`src/rtl/jp_dev.sv`:
```
`timescale 1ns/1ps
// jp_dev - device (responder) side of the NES joypad serial protocol.
//
// Behaves like a 4021-based pad. While the host holds latch high, the
// current button state is parallel-loaded (active-low). Each host clock
// rising edge then shifts the register right by one bit. The line always
// presents bit 0 of the shift register. A and B can be modulated by a
// free-running turbo square wave.
//
// Ports:
//   clk            system clock
//   rst            asynchronous, active-high reset
//   btn_in[7:0]    live buttons, 1 = pressed
//                  ([0]A [1]B [2]Select [3]Start [4]Up [5]Down [6]Left [7]Right)
//   turbo_en_in    [0] turbo on A, [1] turbo on B
//   jp_latch_in    host latch, asynchronous to clk
//   jp_clk_in      host shift clock, asynchronous to clk
//   jp_data_out    serial data, active-low (0 = pressed)
//   shift_cnt_out  bits shifted since the last latch fall, saturates at 8
//   poll_out       one-cycle pulse per accepted latch falling edge
module jp_dev #(
    parameter int   FILT_CYCLES = 4,
    parameter int   TURBO_DIV   = 833333,
    parameter logic FILL_BIT    = 1'b0
) (
    input  logic       clk,
    input  logic       rst,
    input  logic [7:0] btn_in,
    input  logic [1:0] turbo_en_in,
    input  logic       jp_latch_in,
    input  logic       jp_clk_in,
    output logic       jp_data_out,
    output logic [3:0] shift_cnt_out,
    output logic       poll_out
);

    localparam int FW = (FILT_CYCLES > 1) ? $clog2(FILT_CYCLES) : 1;
    localparam logic [FW-1:0] FILT_LAST = FW'(FILT_CYCLES - 1);
    localparam int TW = (TURBO_DIV > 1) ? $clog2(TURBO_DIV) : 1;
    localparam logic [TW-1:0] TURBO_LAST = TW'(TURBO_DIV - 1);

    typedef enum logic [1:0] {
        ST_IDLE  = 2'd0,
        ST_LOAD  = 2'd1,
        ST_SHIFT = 2'd2
    } state_t;

    // Pin index 0 = latch, 1 = clock
    logic [1:0] sync1_q, sync2_q;
    logic [1:0] filt_s;
    logic [1:0] filt_dly_q;
    logic       latch_rise_s, latch_fall_s, clk_rise_s;

    logic [TW-1:0] turbo_cnt_q;
    logic          phase_q;
    logic          eff_a_s, eff_b_s;
    logic [7:0]    load_val_s;

    state_t     state_q, state_d;
    logic [7:0] shift_q, shift_d;
    logic [3:0] cnt_q, cnt_d;
    logic       poll_q, poll_d;

    // Two-flop synchronisers for both host pins
    always_ff @(posedge clk or posedge rst) begin
        if (rst) begin
            sync1_q <= 2'b00;
            sync2_q <= 2'b00;
        end else begin
            sync1_q <= {jp_clk_in, jp_latch_in};
            sync2_q <= sync1_q;
        end
    end

    // Independent glitch filter per pin: the filtered level follows only
    // after the synced level has differed for FILT_CYCLES consecutive cycles.
    for (genvar g = 0; g < 2; g++) begin : g_filt
        logic [FW-1:0] cnt_q;
        logic          filt_q;

        // Disagreement counter and filtered level
        always_ff @(posedge clk or posedge rst) begin
            if (rst) begin
                cnt_q  <= '0;
                filt_q <= 1'b0;
            end else if (sync2_q[g] != filt_q) begin
                if (cnt_q == FILT_LAST) begin
                    filt_q <= sync2_q[g];
                    cnt_q  <= '0;
                end else begin
                    cnt_q <= cnt_q + 1'b1;
                end
            end else begin
                cnt_q <= '0;
            end
        end

        assign filt_s[g] = filt_q;
    end

    // One-cycle delayed filtered levels for edge strobes
    always_ff @(posedge clk or posedge rst) begin
        if (rst) begin
            filt_dly_q <= 2'b00;
        end else begin
            filt_dly_q <= filt_s;
        end
    end

    assign latch_rise_s = filt_s[0] & ~filt_dly_q[0];
    assign latch_fall_s = ~filt_s[0] & filt_dly_q[0];
    assign clk_rise_s   = filt_s[1] & ~filt_dly_q[1];

    // Turbo divider: phase toggles each time the counter wraps
    always_ff @(posedge clk or posedge rst) begin
        if (rst) begin
            turbo_cnt_q <= '0;
            phase_q     <= 1'b0;
        end else if (turbo_cnt_q == TURBO_LAST) begin
            turbo_cnt_q <= '0;
            phase_q     <= ~phase_q;
        end else begin
            turbo_cnt_q <= turbo_cnt_q + 1'b1;
        end
    end

    // A turbo-enabled button only reads as pressed during phase 1
    assign eff_a_s    = btn_in[0] & (~turbo_en_in[0] | phase_q);
    assign eff_b_s    = btn_in[1] & (~turbo_en_in[1] | phase_q);
    assign load_val_s = ~{btn_in[7:2], eff_b_s, eff_a_s};

    // Protocol FSM: next state, shift register, counter and poll strobe
    always_comb begin
        state_d = state_q;
        shift_d = shift_q;
        cnt_d   = cnt_q;
        poll_d  = 1'b0;
        case (state_q)
            ST_LOAD: begin
                // Keep loading through the fall cycle so the frozen value is
                // the one seen at the latch fall; clock edges are ignored here.
                shift_d = load_val_s;
                cnt_d   = 4'd0;
                if (latch_fall_s) begin
                    state_d = ST_SHIFT;
                    poll_d  = 1'b1;
                end else begin
                    state_d = ST_LOAD;
                end
            end
            ST_IDLE, ST_SHIFT: begin
                // Latch rise takes priority over a coincident clock rise
                if (latch_rise_s) begin
                    state_d = ST_LOAD;
                end else if (clk_rise_s) begin
                    shift_d = {FILL_BIT, shift_q[7:1]};
                    cnt_d   = (cnt_q == 4'd8) ? 4'd8 : (cnt_q + 4'd1);
                end else begin
                    state_d = state_q;
                end
            end
            default: begin
                state_d = ST_IDLE;
                shift_d = 8'hFF;
                cnt_d   = 4'd0;
            end
        endcase
    end

    // FSM and output registers
    always_ff @(posedge clk or posedge rst) begin
        if (rst) begin
            state_q <= ST_IDLE;
            shift_q <= 8'hFF;
            cnt_q   <= 4'd0;
            poll_q  <= 1'b0;
        end else begin
            state_q <= state_d;
            shift_q <= shift_d;
            cnt_q   <= cnt_d;
            poll_q  <= poll_d;
        end
    end

    assign jp_data_out   = shift_q[0];
    assign shift_cnt_out = cnt_q;
    assign poll_out      = poll_q;

endmodule

```
`config.mk`:
```
export PLATFORM = sky130hd
export DESIGN_NAME = jp_dev
export DESIGN_NICKNAME = d
export VERILOG_FILES = /design/src/rtl/jp_dev.sv
export SDC_FILE = /design/constraint.sdc
export NUM_CORES = 1
export LEC_CHECK = 0
export BUFFER_PORTS_ARGS = -buffer_cell sky130_fd_sc_hd__buf_2
export CORE_UTILIZATION = 40
export DETAILED_ROUTE_END_ITERATION = 12
export PLACE_DENSITY = 0.64
export SYNTH_ARGS = -nofsm -noshare
export SYNTH_HDL_FRONTEND = slang
export SYNTH_SLANG_ARGS = --single-unit
```
`constraint.sdc`:
```
create_clock -name clk -period 1.7 [get_ports clk]
set_clock_uncertainty 0.1 [all_clocks]
set_input_delay 0.085 -clock clk [delete_from_list [all_inputs] [get_ports clk]]
set_output_delay 0.085 -clock clk [all_outputs]
set_load 0.005 [all_outputs]
```
* Word-level counts from Yosys, hierarchy flattened
Index checks and enable logic that the tools add are counted.
Storage, ports and cells: flip-flop bits (word level) 48, bits of input ports 14, output and inout bits 6, word-level logic and storage cells 64
Operators by class: $add $sub $neg 4, equality and inequality tests 11, multiplexer cells 17, bitwise operators 14, reductions and logical operators 5
Operators with widths (count):
- $add 20x1->20 const B | 1
- $eq 20x20->1 const B | 1
- $mux 20 | 1
- $mux 4 | 4
- $mux 8 | 2
- $pmux 8 s2 | 1
- $mux 2 | 6
- $not 8->8 | 1
- $eq 2x2->1 const B | 3
- $ne 2x2->1 const B | 3
- $not 1->1 | 6
- $reduce_and 2->1 | 3
- $and 1x1->1 | 5
- $add 2x1->2 const B | 2
- $add 4x1->4 const B | 1
- $eq 4x4->1 const B | 1
- $pmux 2 s2 | 1
- $eq 2x1->1 const B | 1
- $logic_not 2->1 | 1
- $mux 1 | 2
- $ne 1x1->1 | 2
- $or 1x1->1 | 2
- $reduce_or 2->1 | 1

* Longest topological paths before layout
Gate-level depths: netlist of the first run.
depth after elaboration 5, depth in mapped cells 7, depth with buffers taken out 6

* Worst setup path after synthesis of the first run
OpenSTA, ideal clock, no wires.
path type reg-to-reg, from register turbo_cnt_q[6], to register turbo_cnt_q[1], library setup time 0.120 ns, data arrival time 1.602 ns, required time 1.480 ns, slack -0.121 ns, stages on the path, launching flop included 4, buffers on the path 0, period minus slack after synthesis 1.821 ns, cells stage by stage dfrtp_1 > or4b_4 > nor4_4 > and2b_2
Between the ends: longest elaborated chain between the ends 2
Ends and longest elaborated chain:
- from (decl) | RTL line 54 | logic [TW-1:0] turbo_cnt_q;
- from (signal assigned) | RTL line 123 | turbo_cnt_q <= turbo_cnt_q + 1'b1;
- $eq 20x20->1 | RTL line 119 | end else if (turbo_cnt_q == TURBO_LAST) begin
- $mux 20 | RTL line 119
Every way passes these cells. A chain may end at the register's enable or synchronous reset.

* Final worst setup path of the first run
from register turbo_cnt_q[6], to register phase_q
Between the ends: longest elaborated chain between the ends 1
Ends and longest elaborated chain:
- $eq 20x20->1 | RTL line 119
- to (signal assigned) | RTL line 121 | phase_q <= ~phase_q;
- to (decl) | RTL line 55 | logic phase_q;
Every way passes these cells.

==> metrics.txt, run 1 <==
outcome finished clean; final RePlAce weighted congestion 0.8419; Adder-Cell Fraction of Synth Area 0.03513; R2R Path End phase_q$_DFFE_PP0N_; main combinational cell family by area after synthesis simple AND/OR/NAND/NOR gates; CP max FO 4; worst flop-to-flop path startpoint turbo_cnt_q[6]$_DFF_PP0_; CP Cell Sequence or4b_4 > nor4_4 > buf_4 > xor2_1; placed cell area 2519 um^2; first-pass GRT wire length 6630 um; Clock Sink Count 48; Hold Path Class in -> async; number of CTS-inserted buffers 5; Worst path slowest cell or4b_4; post-layout min period 1687 ps; clk buf depth 2; kind of critical path reg -> reg; slew margin rel. 0.7366; Final Hold Viols 0; fin cells 321; vias 1,550; Die H 75.10 um; startpoint class of the critical path flip-flop; pre-CTS setup slack -13.42 ps; # H-tree levels 2; initial antenna violation count 0; most common cell after layout, fill and taps aside dfrtp_1; worst hold slack 258.8 ps; post-synthesis compound-gate area fraction 0.04801; worst path arrival time 1810 ps; Syn Nets 203; # placed instances 297; post-synth cell types 34; Total GRT Usage 0.1582; DIE WIDTH 75.10 um; Reg2Reg Depth 4; XOR/XNOR Fraction of Synth Area 0.08197; post-DP HPWL 2720 um; design area 2825 um^2; RSZ-0062 raised after global routing true; sequential share of the synthesized area 0.5667; Netlist Area Pre-Place 2137 um^2; via-per-instance ratio 4.829; r2r setup slk 10 ps; First-pass DRT Iterations 4; Setup Total Neg Slack 0 ps; Worst Setup End Kind flip-flop; fmax 592.9 MHz; Post-DRT Antenna Nets 0; P&R area growth vs syn 32.20%; Starting DRT DRC Count 77; mux cell area share after synthesis 0.05269; Worst VDD drop 0.0004575 V; boundary pin count 20; mean post-synth cell area 11.68 um^2; Worst EP required 1820 ps; # DRC 0; CTS tree yes; post-synthesis instance total 183; total grt overflow 0; initial core utilization 0.4158; Simple-Gate Fraction of Synth Area 0.1956; row cnt 26; final setup vio count 0; Worst-Margin Slew 392.0 ps; Root Buffer clkbuf_8; nets 270; LEAKAGE 1.372 nW; total wire length 4049 um; I/O Buffers 19; fin. max-slew vios 0; Core Footprint 5140 um^2; vias in the first global route 1,508; total number of yosys warnings 0; Maximum Capacitance Violations 0; drt wl/cell 12.61 um; layout cells sized above 1 0.3147; ant diodes 0; largest net degree at the start of global routing 49; final core occ 0.5497; CTS clk-pin slew, worst paths 80 ps; FF+latch count, synth 48; PwrDens 1109 nW/um^2; Clk Latency, worst-skew pair 290 ps; commonest cells after routing, fill and taps aside dfrtp_1 (40), buf_4 (29), nor2_1 (20); final worst setup slack 13.25 ps; Slowest Stage Delay on Critical Path 570 ps; fin crit share 0.9922; DIE AREA 5639 um^2; Final Total Pwr 3.134 mW
## cell type report
class / count / area, um^2
clock buffers: 6 / 82.58
clock inverters: 2 / 38.79
fillers: 454 / 2315
inverters: 7 / 26.28
multi-input cells: 126 / 915.9
flip-flops and latches: 48 / 1211
well taps: 70 / 87.58
repair buffers: 62 / 462.9
## metal layers
metal / up-vias / track usage / part of all wire
li1: 774 / - / -
met1: 745 / 0.2096 / 0.49
met2: 24 / 0.2543 / 0.46
met3: 7 / 0.03614 / 0.026
met4: 0 / 0.05870 / 0.015
met5: - / 0 / 0
## registers in the layout, indices dropped and copies added (netlist names)
name           flops
sync1_q            2
poll_out           1
turbo_cnt_q       20
g_filt.filt_q      2
shift_q            8
filt_dly_q         2
g_filt.cnt_q       4
phase_q            1
sync2_q            2
shift_cnt_out      4
state_q            2
## synth_stat cells (all sizes together)
| cell type | count | area, um^2 |
|---|---|---|
| buf | 2 | 16.26 |
| xor2 | 7 | 61.31 |
| nand3b | 1 | 7.510 |
| mux2 | 2 | 22.52 |
| clkinv | 1 | 3.750 |
| xnor2 | 13 | 113.9 |
| dfrtp | 40 | 1001 |
| o21ai | 1 | 5.000 |
| nand3 | 4 | 20.02 |
| mux2i | 9 | 90.09 |
| nor2 | 20 | 75.07 |
| nor2b | 2 | 12.51 |
| a22oi | 5 | 37.54 |
| nand4b | 2 | 17.52 |
| a32oi | 2 | 17.52 |
| nand2b | 4 | 25.02 |
| and3 | 6 | 37.54 |
| dfstp | 8 | 210.2 |
| and2b | 1 | 8.760 |
| nor3 | 5 | 25.02 |
| nand2 | 12 | 45.04 |
| nand4 | 5 | 31.28 |
| a31o | 2 | 17.52 |
| or4b | 1 | 13.76 |
| or3 | 1 | 6.260 |
| a21oi | 5 | 25.02 |
| nor3b | 1 | 7.510 |
| and4 | 5 | 45.04 |
| ha | 6 | 75.07 |
| inv | 6 | 22.52 |
| nor4 | 4 | 40.04 |
## where the power goes
| part | leakage [nW] | internal [mW] | switching (mW) | total, mW |
|---|---|---|---|---|
| combinational | 0.706 | 0.373 | 0.337 | 0.710 |
| clock | 0.0614 | 0.481 | 0.366 | 0.847 |
| sequential | 0.604 | 1.42 | 0.156 | 1.58 |
## what timing repair did
action | CTS | global route
endpoints found under the hold margin | 58 | 0
resized for setup | 3 | 3
hold buffers | 13 | 0
setup buffers | 2 | 1
setup endpoints to repair | 9 | 18
## worst max-delay path by stage
stage / start / endpoint / cells after the start
after floorplan: turbo_cnt_q[6]$_DFF_PP0_ / turbo_cnt_q[1]$_DFF_PP0_ / 3
after CTS: turbo_cnt_q[0]$_DFF_PP0_ / phase_q$_DFFE_PP0N_ / 7
after global placement: turbo_cnt_q[0]$_DFF_PP0_ / turbo_cnt_q[18]$_DFF_PP0_ / 7
after detailed placement: turbo_cnt_q[0]$_DFF_PP0_ / turbo_cnt_q[18]$_DFF_PP0_ / 6
final: turbo_cnt_q[6]$_DFF_PP0_ / phase_q$_DFFE_PP0N_ / 4
after global routing: turbo_cnt_q[0]$_DFF_PP0_ / phase_q$_DFFE_PP0N_ / 7
## critical path, delay by kind of cell (launching register included)
family,cells,cell delay [ps]
flip-flops,1,410
XOR/XNOR,1,130
buffers and inverters,1,190
AND/OR/NAND/NOR,2,790
## kinds of logic (layout without fill, tap and decap cells)
group / after synthesis / count (layout)
compound gates: 15 / 15
xor+xnor: 20 / 20
fa+ha+maj: 6 / 6
buf+inv: 9 / 77
flops: 48 / 48
mux: 11 / 11
simple gates: 74 / 74
Note: power is estimated with default switching activity, not from simulation.
==> run 2, diff against run 1 <==
--- a/config.mk
+++ b/config.mk
@@ -6,9 +6,10 @@
 export NUM_CORES = 1
 export LEC_CHECK = 0
 export BUFFER_PORTS_ARGS = -buffer_cell sky130_fd_sc_hd__buf_2
-export CORE_UTILIZATION = 40
+export CORE_UTILIZATION = 52
 export DETAILED_ROUTE_END_ITERATION = 12
-export PLACE_DENSITY = 0.64
+export PLACE_DENSITY = 0.78
+export SKIP_LAST_GASP = 1
 export SYNTH_ARGS = -nofsm -noshare
 export SYNTH_HDL_FRONTEND = slang
 export SYNTH_SLANG_ARGS = --single-unit
==> run 2 against run 1 <==
Net effect:
- die area is 23% lower
- worst setup slack worse by 100 ps
- the run now ends with negative setup slack left
- combinational power hardly changed
- utilization is 20 points higher
- design area is 0.44% higher
- highest routed layer unchanged
- critical path depth is 1 higher
- via count is 5.4% higher
- register-to-register slack worse by 100 ps
- critical endpoint is now turbo_cnt_q[2]$_DFF_PP0_
- sequential cell count stayed put
- cell count is 7.8% lower
==> metrics.txt, run 2 (synthesized netlist as in run 1, its figures left out) <==
outcome complete, but fails checks; violated checks negative setup slack; First-pass DRT Iterations 4; fin crit share 1.053; initial core utilization 0.5626; CP Cell Sequence or4b_4 > nor4_4 > buf_4 > buf_6 > nor2_2; largest net degree at the start of global routing 49; total grt overflow 0; ant diodes 0; DIE WIDTH 66.11 um; first-pass GRT wire length 7314 um; vias 1,634; Final Hold Viols 0; Clock Sink Count 48; drt wl/cell 15.57 um; commonest cells after routing, fill and taps aside dfrtp_1 (40), buf_4 (24), buf_2 (19); Setup Total Neg Slack -834.1 ps; Total GRT Usage 0.2256; total wire length 4608 um; nets 267; DIE AREA 4370 um^2; max reg flops 20; LEAKAGE 1.389 nW; Root Buffer clkbuf_8; # placed instances 272; vias in the first global route 1,606; Slowest Stage Delay on Critical Path 540 ps; I/O Buffers 19; RSZ-0062 raised after global routing true; Worst Setup End Kind flip-flop; initial antenna violation count 0; layout cells sized above 1 0.3306; fmax 558.5 MHz; Worst-Margin Slew 621.2 ps; final RePlAce weighted congestion 0.9676; slew margin rel. 0.5843; via-per-instance ratio 5.520; Maximum Capacitance Violations 0; fin cells 296; clk buf depth 2; Hold Path Class in -> async; Starting DRT DRC Count 95; # H-tree levels 2; kind of critical path reg -> reg; Clk Latency, worst-skew pair 300 ps; Biggest register turbo_cnt_q; Worst VDD drop 0.0006308 V; # DRC 0; Worst EP required 1790 ps; row cnt 22; Core Footprint 3799 um^2; CTS clk-pin slew, worst paths 90 ps; Worst path slowest cell or4b_4; final setup vio count 15; number of CTS-inserted buffers 5; Die H 66.11 um; post-DP HPWL 2877 um; final worst setup slack -90.53 ps; startpoint class of the critical path flip-flop; post-layout min period 1791 ps; worst path arrival time 1880 ps; most common cell after layout, fill and taps aside dfrtp_1; P&R area growth vs syn 32.79%; CP max FO 3; fin. max-slew vios 0; Top Registers turbo_cnt_q: 20 flops, shift_q: 8 flops; boundary pin count 20; Post-DRT Antenna Nets 0; PwrDens 1144 nW/um^2; CTS tree yes
==> run 2: cell types whose count changed in the layout (fill, tap and decap cells not counted), sizes merged <==
cell | previous run | this run
buf | 49 | 46
bufinv | 1 | 2
inv | 6 | 5
==> run 2: stage by stage <==
| step | hold WS (ps) | total power, mW | utilization | setup WS, ps | cell area [um^2] |
|---|---|---|---|---|---|
| floorplan | 16.43 | 2.069 | - | 16.55 | 2137 |
| global route | 258.3 | 3.430 | 0.7470 | -155.7 | 2838 |
| finish | 253.6 | 3.246 | 0.7470 | -90.53 | 2838 |
| global placement | 36.79 | 2.222 | 0.6499 | 4.515 | 2469 |
| detailed placement | 45.10 | 2.310 | 0.6499 | -79.20 | 2469 |
| CTS | 254.9 | 3.270 | 0.7253 | -49.92 | 2755 |
==> run 2: per-layer routing <==
layer	GRT usage	up-vias	part of all wire
li1	-	764	-
met1	0.2874	820	0.44
met2	0.3801	40	0.51
met3	0.05517	10	0.033
met4	0.06649	0	0.016
met5	0	-	0
==> run 2: cell type report <==
cell class                 instances  area, um^2
sequential                        48        1211
fill                             247       960.9
multi-input combinational        126       959.7
timing repair buffer              59       447.9
clock buffer                       6       72.57
clock inverter                     2       60.06
tap                               48       60.06
inverter                           7       26.28
==> run 2: path summary, 6_finish.rpt <==
check	from	end	slack (ps)	cells past startpoint
hold / removal	rst	sync1_q[1]$_DFF_PP0_	250	4
setup / recovery	turbo_cnt_q[7]$_DFF_PP0_	turbo_cnt_q[2]$_DFF_PP0_	-90	5
setup reg to reg	turbo_cnt_q[7]$_DFF_PP0_	turbo_cnt_q[2]$_DFF_PP0_	-90	5
max in group asynchronous	rst	shift_q[4]$_DFFE_PP1P_	960	4
hold reg to reg	sync1_q[0]$_DFF_PP0_	sync2_q[0]$_DFF_PP0_	250	0
min in group clk	sync1_q[0]$_DFF_PP0_	sync2_q[0]$_DFF_PP0_	250	0
==> run 2: repair_timing <==
item | in CTS | in global routing
hold buffers | 13 | 0
hold endpoints to repair | 58 | 0
resized for setup | 3 | 15
endpoints found under the setup margin | 12 | 18
pin swaps | 0 | 3
buffers inserted | 1 | 3
==> run 2: power breakdown <==
part	switching (mW)	internal [mW]	leakage [nW]
clock network	0.360	0.587	0.0654
registers	0.163	1.42	0.604
logic	0.355	0.358	0.720
total	0.878	2.37	1.39
==> run 2: worst max-delay path: cells and delay by family (launching register included) <==
kind                   cells  cell delay [ps]
buffers and inverters      2              280
DFF                        1              400
and+or+nand+nor            3              900
